===== config.mk =====
export PLATFORM = sky130hd
export DESIGN_NAME = subtractor4_serial
export DESIGN_NICKNAME = d
export VERILOG_FILES = /design/src/rtl/subtractor4_serial.sv
export SDC_FILE = /design/constraint.sdc
export NUM_CORES = 1
export LEC_CHECK = 0
export CORE_UTILIZATION = 40
export CTS_CLUSTER_SIZE = 40
export DETAILED_ROUTE_END_ITERATION = 6
export MAX_ROUTING_LAYER = met4
export PLACE_DENSITY = 0.74
export SLEW_MARGIN = 5
export SYNTH_ARGS = -nofsm -noshare
export SYNTH_HDL_FRONTEND = slang
export SYNTH_SLANG_ARGS = --single-unit

===== constraint.sdc =====
create_clock -name clk_i -period 2.5 [get_ports clk_i]
set_input_delay 0.25 -clock clk_i [delete_from_list [all_inputs] [get_ports clk_i]]
set_output_delay 0.25 -clock clk_i [all_outputs]
set_load 0.02 [all_outputs]

===== src/rtl/subtractor4_serial.sv =====
// ============================================================================
// Module   : subtractor4_serial
// Brief    : Nibble-serial WIDTH-bit subtractor (a - b - borrow), one 4-bit
//            carry-lookahead stage per clock, LSB nibble first.
// Revision : 1.0  initial release
// ============================================================================
`default_nettype none

module subtractor4_serial #(
    parameter int WIDTH = 16
) (
    input  logic             clk_i,
    input  logic             rst_i,
    input  logic             valid_i,
    output logic             ready_o,
    input  logic [WIDTH-1:0] a_i,
    input  logic [WIDTH-1:0] b_i,
    input  logic             borrow_i,
    output logic             valid_o,
    input  logic             ready_i,
    output logic [WIDTH-1:0] diff_o,
    output logic             borrow_o,
    output logic             overflow_o
);

    localparam int NIB = WIDTH / 4;
    localparam int CW  = (NIB > 1) ? $clog2(NIB) : 1;
    localparam logic [CW-1:0] C_LAST = CW'(NIB - 1);

    typedef enum logic [1:0] {
        IDLE = 2'd0,
        CALC = 2'd1,
        DONE = 2'd2
    } state_t;

    state_t           r_state;
    state_t           w_state_nxt;

    logic [WIDTH-1:0] r_a;
    logic [WIDTH-1:0] r_b;
    logic             r_carry;
    logic [CW-1:0]    r_cnt;
    logic [WIDTH-1:0] r_diff;
    logic             r_borrow;
    logic             r_ovf;
    logic             r_valid;

    logic [CW+1:0]    w_base;
    logic [3:0]       w_a_nib;
    logic [3:0]       w_nb_nib;
    logic [3:0]       w_p;
    logic [3:0]       w_g;
    logic [4:0]       w_c;
    logic [3:0]       w_sum;
    logic             w_accept;
    logic             w_last;

    // ------------------------------------------------------------------------
    // Nibble stage: a + ~b + carry through a 4-bit carry-lookahead.
    // ------------------------------------------------------------------------
    always_comb begin
        w_base   = {r_cnt, 2'b00};
        w_a_nib  = r_a[w_base +: 4];
        w_nb_nib = ~r_b[w_base +: 4];
        w_p      = w_a_nib ^ w_nb_nib;
        w_g      = w_a_nib & w_nb_nib;
        w_c[0]   = r_carry;
        w_c[1]   = w_g[0] | (w_p[0] & r_carry);
        w_c[2]   = w_g[1] | (w_p[1] & w_g[0]) | (w_p[1] & w_p[0] & r_carry);
        w_c[3]   = w_g[2] | (w_p[2] & w_g[1]) | (w_p[2] & w_p[1] & w_g[0])
                 | (w_p[2] & w_p[1] & w_p[0] & r_carry);
        w_c[4]   = w_g[3] | (w_p[3] & w_g[2]) | (w_p[3] & w_p[2] & w_g[1])
                 | (w_p[3] & w_p[2] & w_p[1] & w_g[0])
                 | (w_p[3] & w_p[2] & w_p[1] & w_p[0] & r_carry);
        w_sum    = w_p ^ w_c[3:0];
    end

    assign ready_o  = (r_state == IDLE) && !rst_i;
    assign w_accept = valid_i && ready_o;
    assign w_last   = (r_cnt == C_LAST);

    // ------------------------------------------------------------------------
    // Control FSM
    // ------------------------------------------------------------------------
    always_ff @(posedge clk_i) begin
        if (rst_i) begin
            r_state <= IDLE;
        end else begin
            r_state <= w_state_nxt;
        end
    end

    always_comb begin
        w_state_nxt = r_state;
        case (r_state)
            IDLE:    if (w_accept) w_state_nxt = CALC;
            CALC:    if (w_last)   w_state_nxt = DONE;
            DONE:    if (ready_i)  w_state_nxt = IDLE;
            default: w_state_nxt = IDLE;
        endcase
    end

    // ------------------------------------------------------------------------
    // Datapath: operand capture, registered carry chain, result flags
    // ------------------------------------------------------------------------
    always_ff @(posedge clk_i) begin
        if (rst_i) begin
            r_a      <= '0;
            r_b      <= '0;
            r_carry  <= 1'b0;
            r_cnt    <= '0;
            r_diff   <= '0;
            r_borrow <= 1'b0;
            r_ovf    <= 1'b0;
            r_valid  <= 1'b0;
        end else begin
            case (r_state)
                IDLE: begin
                    if (w_accept) begin
                        r_a     <= a_i;
                        r_b     <= b_i;
                        r_carry <= ~borrow_i;
                        r_cnt   <= '0;
                    end
                end
                CALC: begin
                    r_diff[w_base +: 4] <= w_sum;
                    r_carry             <= w_c[4];
                    r_cnt               <= r_cnt + 1'b1;
                    if (w_last) begin
                        // Final carry out of a + ~b + 1 is the inverse of the borrow.
                        r_borrow <= ~w_c[4];
                        r_ovf    <= (r_a[WIDTH-1] != r_b[WIDTH-1])
                                 && (w_sum[3] != r_a[WIDTH-1]);
                        r_valid  <= 1'b1;
                    end
                end
                DONE: begin
                    if (ready_i) begin
                        r_valid <= 1'b0;
                    end
                end
                default: r_valid <= 1'b0;
            endcase
        end
    end

    assign valid_o    = r_valid;
    assign diff_o     = r_diff;
    assign borrow_o   = r_borrow;
    assign overflow_o = r_ovf;

endmodule

`default_nettype wire


==> Yosys cells after proc, flatten, opt, wreduce, memory -nomap -nowiden <==
Cells that the tools add are included.
{ "op_classes": {"add_sub_neg": 2, "n_eq_ne": 8, "shift": 4, "n_mux": 12, "n_bitwise": 33, "reduce_logical": 11} }
{ "ops": {"columns": ["op", "n"], "rows": [
  ["16-bit by 5-bit indexed part select with 4-bit output", 2],
  ["1-bit bitwise AND", 16],
  ["16-bit bitwise mux", 1],
  ["4-bit by 6-bit variable shift with 16-bit output (first input constant)", 1],
  ["4-bit by 6-bit indexed part select with 16-bit output", 1],
  ["1-bit bitwise OR", 10],
  ["2-bit 2-to-1 mux", 4],
  ["4-bit XOR", 2],
  ["2-bit != test (second input constant)", 3],
  ["4-bit negation with 6-bit output", 1],
  ["2-bit case mux with 3 select lines", 1],
  ["2-bit AND reduction", 3],
  ["3-bit AND reduction", 2],
  ["4-bit bitwise AND", 1],
  ["2-bit equality test (second input constant)", 2],
  ["4-bit NOT", 1],
  ["2-bit case mux with 2 select lines", 1],
  ["1-bit logical AND", 3],
  ["1-bit 2-to-1 mux", 3],
  ["1-bit NOT", 3],
  ["1-bit case mux with 3 select lines", 1],
  ["2-bit by 1-bit adder with 2-bit output (second input constant)", 1],
  ["2-bit by 1-bit equality test with 1-bit output (second input constant)", 1],
  ["2-bit logical NOT", 1],
  ["other kinds (4)", 5]
]} }
{ "word_totals": {"ff_bits": 56, "wordCells": 79} }

==> Longest topological paths before layout <==
Gate-level depths: netlist (run 1).
{ "depth": {"depth_word": 10, "depth_mapped": 8, "mapped_depth_nobuf": 7} }

==> Worst setup path before layout (run 1) <==
OpenSTA, ideal clock, no wires.
{ "synth_path": {"kind": "reg-to-reg", "start": "reg r_cnt[0]", "end": "reg r_ovf (netlist: overflow_o)", "setup_time_ns": 0.091, "arrival_ns": 2.522, "required_ns": 2.409, "slack_ns": -0.113, "stages_incl_launch_ff": 8, "path_buffers": 1, "cell_sequence": "dfxtp_1 > buf_2 > mux4_2 > ha_1 > a211oi_2 > o21ai_2 > a311o_1 > a311oi_1"} }
{ "synth_between": {"elab_chain_cells": 10} }
{ "synth_rtl": {"columns": ["item", "line_no", "text"], "rows": [
  ["from (decl)", "42", "logic [CW-1:0] r_cnt;"],
  ["from (signal assigned)", "129", "r_cnt <= r_cnt + 1'b1;"],
  ["16-bit by 5-bit indexed part select with 4-bit output", "64", "w_nb_nib = ~r_b[w_base +: 4];"],
  ["4-bit NOT", "64", null],
  ["4-bit XOR or 4-bit bitwise AND (tied branches)", "65, 66", null],
  ["1-bit bitwise AND, on equally long branches", "70, 71", null],
  ["1-bit bitwise OR (tied with other cells)", "70", "w_c[3] = w_g[2] | (w_p[2] & w_g[1]) | (w_p[2] & w_p[1] & w_g[0])"],
  ["1-bit bitwise OR or 1-bit bitwise AND (tied branches)", "70, 71", null],
  ["1-bit bitwise OR", "71", "| (w_p[2] & w_p[1] & w_p[0] & r_carry);"],
  ["4-bit XOR", "75", "w_sum = w_p ^ w_c[3:0];"],
  ["1-bit != test", "134", "&& (w_sum[3] != r_a[WIDTH-1]);"],
  ["1-bit logical AND", "134", null],
  ["to (signal assigned)", "133", "r_ovf <= (r_a[WIDTH-1] != r_b[WIDTH-1])"],
  ["to (decl)", "45", "logic r_ovf;"]
]} }
Several ways; a longest one is shown, not always the timed one.
A chain may end at the register's enable or synchronous reset.

==> Worst setup path after layout (run 1) <==
{ "layout_path": {"start": "reg r_cnt[1]", "end": "reg r_ovf (netlist: overflow_o)"} }
Same word-level chain as after synthesis.

==> out/metrics.cfg, run 1 <==
[outcome]
status = finished, violations left
violations = DRC

[logic_synthesis]
synth_edf_count = 0
yosys.area_share.simple = 0.2545
dominantRegCellSynth = dfxtp_1
synthArstFlopShare = 0
synth_xor_area_frac = 0.003210
synthDistinctLibCells = 43
yosysSeqAreaShare = 0.4108
synth_compound_area_frac = 0.1518
synth_adder_area_share = 0.05777
synth-seq-cells = 56
synthMuxAreaShare = 0.06969
synth_nets = 338
netlist_area_um2 = 2729
avgSynthCellArea_um2 = 9.442
synth_cells = 289
synth_top_family_by_area = simple AND/OR/NAND/NOR gates
ys_warn_count = 0

[timing]
holdWs_ps = 456.6
timing.final.crit_share = 0.9543
max-slew-margin-rel = 0.6926
fin_crit_ps = 2386
worst_slew_pin_slew_ps = 457.2
finClkSkew_ps = 10.53
fin_ws_ps = 114.2
tns_ps = 0
setup_viol = 0
rsz0062_at_grt = false
hold_viol_final = 0
slew_violations = 0
max_freq_mhz = 419.2

[global_routing]
gr-total-overflow = 0
antenna_found_initial = 0
grt_pass1_wl_um = 9701
grtUsageTotal = 0.1741
grt_pass1_vias = 2102
grt_max_degree = 65

[layout]
final_common_cell = clkdlybuf4s50_1
drive_gt1_frac = 0.1243
final_cells = 423
diodes = 0
synthToLayoutAreaGrowth_pct = 28.01
fin_nets = 394
seq_area_um2 = 1122
fillers = 603
final_cell_mix = 56 x clkdlybuf4s50_1, 55 x dfxtp_1, 40 x nand2_1
stdcell_area_um2 = 3493
multi_input_area_um2 = 1474

[cts]
h-tree-depth = 2
clock_sinks = 56
clk_latency_ps = 320
ctsResizeCount = 0
cts_buffer_depth = 2
cts_root_buffer = clkbuf_8
cts_setup_buffers = 0
numCtsBuffers = 5
cts_hold_buf = 0
clk_pin_slew_ps = 100
cts_tree = built

[power]
power_density_nw_per_um2 = 565.9
p_leak_nw = 1.308
peakVddDrop_uv = 316.7

[detailed_routing]
vias = 2156
drt-total-wl_um = 5698
final_antenna_net_count = 0
dr.pass1.iters = 7
vias_per_cell = 5.097
drtIter0Drc = 122
drt-wirelength-per-cell_um = 13.47
route.detailed.drc = 2

[placed_design]
post_dp_cell_area_um2 = 3385
gp_congestion = 0.8100
dp_slack_ps = 76.27
hpwl_um = 4240
place_inst = 415
portBuffers = 56

[setup_path]
r2r_end = overflow_o$_SDFFE_PP0P_
reg2reg_depth = 7
critPathArrivalTime_ps = 2610
crit_path_end_kind = flop
rrSetupSlack_ps = 110
startpoint_type = flop
cp.required_ps = 2720
crit_start = r_cnt[1]$_SDFFE_PP0P_
critPathKind = flop to flop
crit_end = overflow_o$_SDFFE_PP0P_
r2r-start = r_cnt[1]$_SDFFE_PP0P_
cp_max_fo = 11

[die]
dieArea_um2 = 7156
die_h_um = 84.60
pin_count = 57
initial_core_util = 0.4225
row_count = 29
core-area_um2 = 6459
dieWidth_um = 84.60

[flow_run]
max-cap-violations = 0

[worst_hold_path]
hold_depth = 2
hold_path.class = flop to flop

-- metrics by stage --
stage / utilization / power [W]
after floorplan: - / 0.001263
after global placement: 0.5240 / 0.001400
after detailed placement: 0.5240 / 0.001411
after CTS: 0.5407 / 0.001988
after global routing: 0.5409 / 0.002075
final: 0.5409 / 0.001977
-- cell type report --
cell class,count,share of cell area
Clock buffer,6,0.02077
Timing Repair Buffer,66,0.1855
Clock inverter,2,0.01003
Inverter,12,0.01289
Tap cell,77,0.02758
Multi-Input combinational cell,204,0.4219
Sequential cell,56,0.3213
-- layer usage --
metal | part of all wire | global-route usage | vias up
met5 | 0 | - | -
met4 | 0.0090 | 0.04006 | 0
met3 | 0.041 | 0.04523 | 6
met2 | 0.47 | 0.2764 | 51
met1 | 0.48 | 0.2233 | 987
li1 | - | - | 1112
-- critical path, stage by stage, from the launching register on --
cell and delay, ps:
dfxtp_1 370, buf_4 210, mux4_2 360, ha_1 370, a211oi_2 280, o21ai_2 80
a311o_1 350, a311oi_1 260
-- how the worst min path moves through the flow --
stage	slack, ps	end	from
floorplan	360	r_a[15]$_SDFFE_PP0P_	a_i[15]
global placement	440	diff_o[15]$_SDFFE_PP0P_	diff_o[15]$_SDFFE_PP0P_
detailed placement	450	diff_o[15]$_SDFFE_PP0P_	diff_o[15]$_SDFFE_PP0P_
CTS	460	r_a[13]$_SDFFE_PP0P_	a_i[13]
global route	470	r_a[4]$_SDFFE_PP0P_	a_i[4]
finish	460	diff_o[15]$_SDFFE_PP0P_	diff_o[15]$_SDFFE_PP0P_
-- Yosys cell counts, types with 2 or more instances --
cell type,instances,area (um^2)
a21oi_1,10,50.05
a22oi_1,8,60.06
a32oi_1,5,43.79
buf_2,3,15.01
buf_4,4,30.03
buf_6,2,22.52
clkbuf_1,8,30.03
dfxtp_1,56,1121
ha_1,11,137.6
inv_1,12,45.04
mux4_2,8,180.2
nand2_1,40,150.1
nand2b_1,32,200.2
nand3b_4,3,60.06
nand4_1,5,31.28
nor2_1,19,71.32
nor3_1,3,15.01
nor4b_2,2,30.03
nor4b_4,2,47.55
o21ai_1,33,165.2
-- kinds of logic after synthesis --
group	Yosys count
simple gates	115
compound gates	67
flops	56
buf+inv	29
fa+ha+maj	12
mux	9
xor+xnor	1
-- flip-flops by register name (all words and copies together) (netlist names) --
register / cells
diff_o: 16
r_a: 16
r_b: 16
r_state: 2
valid_o: 1
r_carry: 1
overflow_o: 1
r_cnt: 2
borrow_o: 1
-- power breakdown --
| group | switching [W] | internal, W | leakage (nW) |
|---|---|---|---|
| Combinational | 0.000210 | 0.000207 | 0.795 |
| Clock | 0.000289 | 0.000298 | 0.0552 |
| Sequential | 0.0000319 | 0.000941 | 0.458 |
Note: power is estimated with default switching activity, not from simulation.
==> run 2, diff against run 1 <==
--- a/config.mk
+++ b/config.mk
@@ -6,6 +6,7 @@
 export NUM_CORES = 1
 export LEC_CHECK = 0
 export CORE_UTILIZATION = 40
+export CTS_CLUSTER_DIAMETER = 100
 export CTS_CLUSTER_SIZE = 40
 export DETAILED_ROUTE_END_ITERATION = 6
 export MAX_ROUTING_LAYER = met4
==> results of run 2 <==
The final DEF is identical to that of run 1; final timing and power are the same.
